**config.mk**
```make
export PLATFORM = sky130hd
export DESIGN_NAME = shift_seq_ctrl
export DESIGN_NICKNAME = d
export VERILOG_FILES = /design/src/rtl/shift_seq_ctrl.sv
export SDC_FILE = /design/constraint.sdc
export NUM_CORES = 1
export LEC_CHECK = 0
export BUFFER_PORTS_ARGS = -buffer_cell sky130_fd_sc_hd__clkbuf_2
export CELL_PAD_IN_SITES_DETAIL_PLACEMENT = 1
export CELL_PAD_IN_SITES_GLOBAL_PLACEMENT = 1
export CORE_MARGIN = 3
export CORE_UTILIZATION = 35
export CTS_CLUSTER_DIAMETER = 30
export DETAILED_ROUTE_END_ITERATION = 12
export PLACE_DENSITY = 0.85
export SYNTH_ARGS = -nofsm -noshare
export SYNTH_HDL_FRONTEND = slang
export SYNTH_SLANG_ARGS = --single-unit
```
**constraint.sdc**
```tcl
create_clock -name Clock -period 1.59 [get_ports Clock]
set_clock_uncertainty 0.05 [all_clocks]
set_input_delay 0 -clock Clock [delete_from_list [all_inputs] [get_ports Clock]]
set_output_delay 0 -clock Clock [all_outputs]
set_load 0.03 [all_outputs]
```
**src/rtl/shift_seq_ctrl.sv**
```systemverilog
// ---------------------------------------------------------------------------
// shift_seq_ctrl
//
// Sequencing controller for an external WIDTH-bit parallel-access shift
// register (ports R, L, w, Q). A start request captures a parallel word,
// a shift count (clamped to WIDTH) and a fill bit. The controller then
// loads the word into the register and shifts it right the requested number
// of times, presenting each outgoing bit on serial_out.
//
// The register has no enable, so outside LOAD and SHIFT the controller
// feeds Q back into R with L=1 to freeze the contents.
//
// Ports:
//   Clock      in   rising-edge clock shared with the shift register
//   Resetn     in   asynchronous, active-low reset
//   start      in   request, accepted only while ready=1
//   data_in    in   word to load (WIDTH bits)
//   nshift     in   number of right shifts (CW bits), clamped to WIDTH
//   fill       in   bit shifted into the MSB on every shift
//   Q          in   shift register output, fed back
//   R          out  register parallel input
//   L          out  register load control (1 = load/hold, 0 = shift)
//   w          out  register serial input
//   ready      out  idle, a start will be accepted
//   busy       out  high in LOAD and SHIFT
//   done       out  one-cycle completion pulse
//   serial_out out  Q[0] during a shift cycle, 0 otherwise
//   sout_valid out  high in each shift cycle
// ---------------------------------------------------------------------------
module shift_seq_ctrl #(
    parameter int WIDTH = 4,
    parameter int CW    = 3
) (
    input  logic             Clock,
    input  logic             Resetn,
    input  logic             start,
    input  logic [WIDTH-1:0] data_in,
    input  logic [CW-1:0]    nshift,
    input  logic             fill,
    input  logic [WIDTH-1:0] Q,
    output logic [WIDTH-1:0] R,
    output logic             L,
    output logic             w,
    output logic             ready,
    output logic             busy,
    output logic             done,
    output logic             serial_out,
    output logic             sout_valid
);

    typedef enum logic [1:0] {
        IDLE  = 2'd0,
        LOAD  = 2'd1,
        SHIFT = 2'd2,
        DONE  = 2'd3
    } state_t;

    localparam logic [CW-1:0] MAX_CNT = CW'(WIDTH);

    state_t           state;
    state_t           state_next;
    logic [WIDTH-1:0] data_r;
    logic [CW-1:0]    cnt;
    logic             fill_r;
    logic [CW-1:0]    nshift_clamped;
    logic             accept;

    // Requests asking for more shifts than the register holds behave as a
    // full-width shift.
    assign nshift_clamped = (nshift > MAX_CNT) ? MAX_CNT : nshift;
    assign accept         = (state == IDLE) && start;

    // State register; reset abandons any operation in flight.
    always_ff @(posedge Clock or negedge Resetn) begin
        if (!Resetn) begin
            state <= IDLE;
        end else begin
            state <= state_next;
        end
    end

    // Request capture on the accepting edge, then one count per shift.
    // Inputs are only sampled here, so changes at other times are ignored.
    always_ff @(posedge Clock or negedge Resetn) begin
        if (!Resetn) begin
            data_r <= '0;
            cnt    <= '0;
            fill_r <= 1'b0;
        end else if (accept) begin
            data_r <= data_in;
            cnt    <= nshift_clamped;
            fill_r <= fill;
        end else if (state == SHIFT) begin
            cnt <= cnt - 1'b1;
        end
    end

    // Next-state and output decode. The default drive is the hold pattern
    // (recirculate Q with L=1), so only LOAD and SHIFT override it.
    always_comb begin
        state_next = state;
        R          = Q;
        L          = 1'b1;
        w          = 1'b0;
        ready      = 1'b0;
        busy       = 1'b0;
        done       = 1'b0;
        serial_out = 1'b0;
        sout_valid = 1'b0;

        case (state)
            IDLE: begin
                ready = 1'b1;
                if (start) begin
                    state_next = LOAD;
                end
            end
            LOAD: begin
                R    = data_r;
                busy = 1'b1;
                state_next = (cnt == '0) ? DONE : SHIFT;
            end
            SHIFT: begin
                // R is ignored by the register while L=0; data_r keeps it
                // stable rather than following Q.
                R          = data_r;
                L          = 1'b0;
                w          = fill_r;
                busy       = 1'b1;
                serial_out = Q[0];
                sout_valid = 1'b1;
                if (cnt == CW'(1)) begin
                    state_next = DONE;
                end
            end
            DONE: begin
                done       = 1'b1;
                state_next = IDLE;
            end
            default: begin
                state_next = IDLE;
            end
        endcase
    end

endmodule

```
### Word level (Yosys, flattened, before mapping)

Cells that the tools add are included.

* add/sub/neg operators: 1
* order comparisons: 1
* eq/ne operators: 6
* multiplexer cells: 15
* reduce and logical (&&, ||, !) cells: 6

Operators by type and width (number)
* $mux W3: 3
* $mux W1: 8
* $pmux W2 S4: 1
* $eq A2 B2 Y1 const B: 2
* $mux W2: 2
* $mux W4: 1
* $eq A3 B1 Y1 const B: 1
* $gt A3 B3 Y1 const B: 1
* $logic_not A3 Y1: 1
* $sub A3 B1 Y3 const B: 1
* $eq A2 B1 Y1 const B: 1
* $logic_not A2 Y1: 1
* $ne A2 B1 Y1 const B: 1
* $ne A2 B2 Y1 const B: 1
* $reduce_and A2 Y1: 1
* $reduce_bool A2 Y1: 1
* $reduce_or A2 Y1: 1
* $logic_and A1 B1 Y1: 1

* bits in registers: 10
* bits of input ports: 15
* output and inout port bits: 11
* word-level logic and storage cells: 33

### Depth between registers and ports, before layout

* depth after elaboration: 3
* depth in mapped cells: 6
* mapped depth without buffers: 5

### Worst setup path before layout

No wires, ideal clock.

* path type: register -> register
* start: register state[0]
* end: register cnt[1]
* data arrival time: 1.497 ns
* data required time: 1.463 ns
* slack: -0.034 ns
* stages on the path, launching flop included: 7
* cell sequence: dfrtp_1 -> inv_1 -> ha_1 -> buf_6 -> inv_4 -> mux2_4 -> a21oi_1

* word-level cells in the longest chain between the ends: 3
* elaborated cells on any way between the ends: 5
* those cells by class: 1 x eq/ne; 1 x mux; 3 x reduce/logical

Ends and longest elaborated chain
* from (decl): RTL line 60 `state_t state;`
* from (signal assigned): RTL line 78 `state <= state_next;`
* $logic_not A2 Y1: RTL line 71 `assign accept = (state == IDLE) && start;`
* $logic_and A1 B1 Y1: RTL line 71
* $mux W3 or $reduce_bool A2 Y1 (tied branches)
* to (signal assigned): RTL line 91 `cnt <= nshift_clamped;`
* to (signal assigned): RTL line 94 `cnt <= cnt - 1'b1;`
* to (decl): RTL line 63 `logic [CW-1:0] cnt;`

Several ways; a longest one is shown, not always the timed one.
A chain may end at the register's enable or synchronous reset.

### Worst setup path after layout

* start: register state[1]
* end: output port R[1]

* word-level cells in the longest chain between the ends: 3
* elaborated cells on any way between the ends: 4
* those cells by class: 2 x eq/ne; 1 x mux; 1 x reduce/logical

Ends and longest elaborated chain
* $eq A2 B2 Y1 or $eq A2 B1 Y1 (tied branches): RTL line 111 `case (state)`
* $reduce_or A2 Y1 (no line) (*)
* $mux W4 (*): RTL line 111
* to (decl): RTL line 41 `output logic [WIDTH-1:0] R,`

Every way passes the cells marked *; elsewhere a longest branch is shown, timed or not.

==> qor.txt <==
post-synth top area share = 38.1%
Layout area overhead = 48.0%
crit-path max FO = 6
final instance area = 972 um^2
largest net degree at the start of global routing = 13
Mapped Cells = 57
Die Ht = 49.3 um
Sw Pwr = 1.04 mW
Post-Syn Area = 657 um^2
Hold WC Path Type = input port to async pin
global route overflow = 0
Max Clock Freq = 643 MHz
most frequent cells in the layout = 21 x clkbuf_2, 10 x dfrtp_1, 9 x dlygate4sd3_1
layout cells sized above 1 = 54.7%
CP max-delay cell = dfrtp_1
peak supply drop = 0.00130 V
CTS buffer count = 3
core area = 1750 um^2
MaxCap Viol Count = 0
leakage = 0.493 nW
Arrival @ worst endpoint = 1.50 ns
Clock Tree Buf Depth = 2
Worst-Margin Slew = 0.259 ns
CTS root buffer = clkbuf_4
Critical Path Start Type = flip-flop
Seq/Total Area, Yosys = 38.1%
DR iter-0 viols = 1
initial antenna violation count = 0
post-route minimum period = 1.55 ns
most common cell after layout, fill and taps aside = clkbuf_2
YS warnings = 0
Setup TNS = 0 ns
Die X = 49.3 um
slew margin rel. = 82.7%
GRT Resource Usage Total = 13.1%
num rows = 15
Crit Path Class = flip-flop to output pin
crit end category = output pin
count of final setup violators = 0
Internal = 1.31 mW
Area contributors post-synth = dfrtp_1 38%, mux2_2 14%, ha_1 13%, mux2_4 6.9%, a21oi_1 4.6%
Port Buffers = 25
Synthesized Nets = 79
vias in the first global route = 569
filler cell count = 199
cell taking the most area after synthesis = dfrtp_1
Final Hold Viols = 0
Final HPWL DP = 1150 um
part of the power in registers = 19.9%
Placed Area = 796 um^2
slowest stage delay, CP = 0.38 ns
Worst-path clk slew = 0.07 ns
RSZ-0062 raised after global routing = yes
antenna cells = 0
hold_ws = 0.0805 ns
status = finished, final reports clean
Comb pwr share = 70.3%
I/O pins = 26
WL/cell = 13.0 um
DIE AREA = 2430 um^2
clock latency on the worst-skew pair = 0.26 ns
Avg Cell Area, Syn = 11.5 um^2
vias per cell = 4.58
placed cells = 105
drc violations = 0
Switching Share = 44.3%
TritonCTS Sinks = 10
Clock Power Share = 9.7%
H-tree depth = 1
Starting Density = 37.6%
Slew Limit Fails = 0
filler-free cell count of the finished design = 120
Nets = 118
crit-path cells = inv_2, ha_4, mux2_2, buf_6
fin crit share = 97.8%
drt pass-1 iters = 4
Yosys reg bits = 10
PwrDens = 2420 nW/um^2
Post-Route WL = 1560 um
global-route wire length before repair = 2470 um
number of distinct library cells after synthesis = 20
Worst EP required = 1.54 ns
vias after detailed routing = 550
ANT nets after route = 0
CTS tree = yes
GP Congestion = 0.689
worst paths after layout:
kind	from	end	slack, ns	depth (start not counted)
setup / recovery	state[1]	R[1]	0.04	4
hold / removal	Resetn	state[0]	0.08	2
setup reg to reg	state[1]	state[1]	0.11	4
hold reg to reg	fill_r	fill_r	0.45	1
max in group asynchronous	Resetn	fill_r	1.19	2
min in group Clock	start	cnt[2]	0.13	3
worst max-delay path, delay by kind of cell (launching register included):
family,cells,cell delay [ns]
adders and majority gates,1,0.30
buffers and inverters,2,0.21
muxes,1,0.35
DFF,1,0.38
per-layer routing:
layer  wire, um  vias to the layer above  track usage, %
met3         47                        2            2.75
met2        871                       11            23.9
li1           -                      267               -
met5          0                        -               0
met4         12                        0            4.27
met1        628                      270            14.8
stage by stage:
stage / util [%] / total power, mW / setup WS, ns
after floorplan: - / 1.64 / 0.0561
after global placement: 45.6 / 1.86 / 0.135
after detailed placement: 45.6 / 1.90 / 0.0890
after CTS: 54.4 / 2.25 / 0.00579
after global routing: 55.7 / 2.50 / -0.00424
final: 55.7 / 2.35 / 0.0354
registers in the layout (all words and copies together), names as in the netlist:
| register | flops |
|---|---|
| cnt | 3 |
| state | 2 |
| data_r | 4 |
| fill_r | 1 |
synthesized netlist by cell type:
master     number
buf_6           2
ha_1            7
mux2_4          3
a21oi_1         6
xnor2_1         1
nand2_1         2
inv_4           1
nor2_1          2
dfrtp_1        10
inv_1           5
nand2b_1        1
a2bb2oi_1       1
a22oi_1         1
nor2b_1         1
and2_2          2
a22o_2          1
nand2_2         1
xor2_1          1
mux2_2          8
nand2b_4        1
power groups by stage:
| stage | Sequential [mW] | Combinational, mW | Clock (mW) |
|---|---|---|---|
| after global placement | 0.474 | 1.38 | 0 |
| after global routing | 0.485 | 1.78 | 0.242 |
| after floorplan | 0.461 | 1.18 | 0 |
| final | 0.469 | 1.65 | 0.229 |
| after CTS | 0.465 | 1.55 | 0.234 |
| after detailed placement | 0.487 | 1.42 | 0 |
final cells by class:
cell class | instances | area [um^2] | share of cell area (%)
Multi-Input combinational cell | 39 | 374 | 38.5
Timing Repair Buffer | 36 | 255 | 26.3
Sequential cell | 10 | 250 | 25.7
Inverter | 6 | 25.0 | 2.57
Tap cell | 25 | 31.3 | 3.22
Clock buffer | 4 | 36.3 | 3.73
cell families (layout without fill, tap and decap cells):
logic type / after synthesis / in the layout / synth area share, %
simple gates: 10 / 10 / 9.53
mux: 11 / 11 / 20.6
xor+xnor: 2 / 2 / 2.67
buf+inv: 8 / 46 / 7.24
flops: 10 / 10 / 38.1
fa+ha+maj: 7 / 7 / 13.3
compound gates: 9 / 9 / 8.57
what timing repair did:
action / 4_1_cts / 5_1_grt
buffers inserted: 2 / 0
pin swaps: 0 / 1
hold endpoints to repair: 18 / 0
hold buffers: 9 / 0
resized for setup: 3 / 15
endpoints found under the setup margin: 4 / 4
Power figures use the tool's default switching activity.
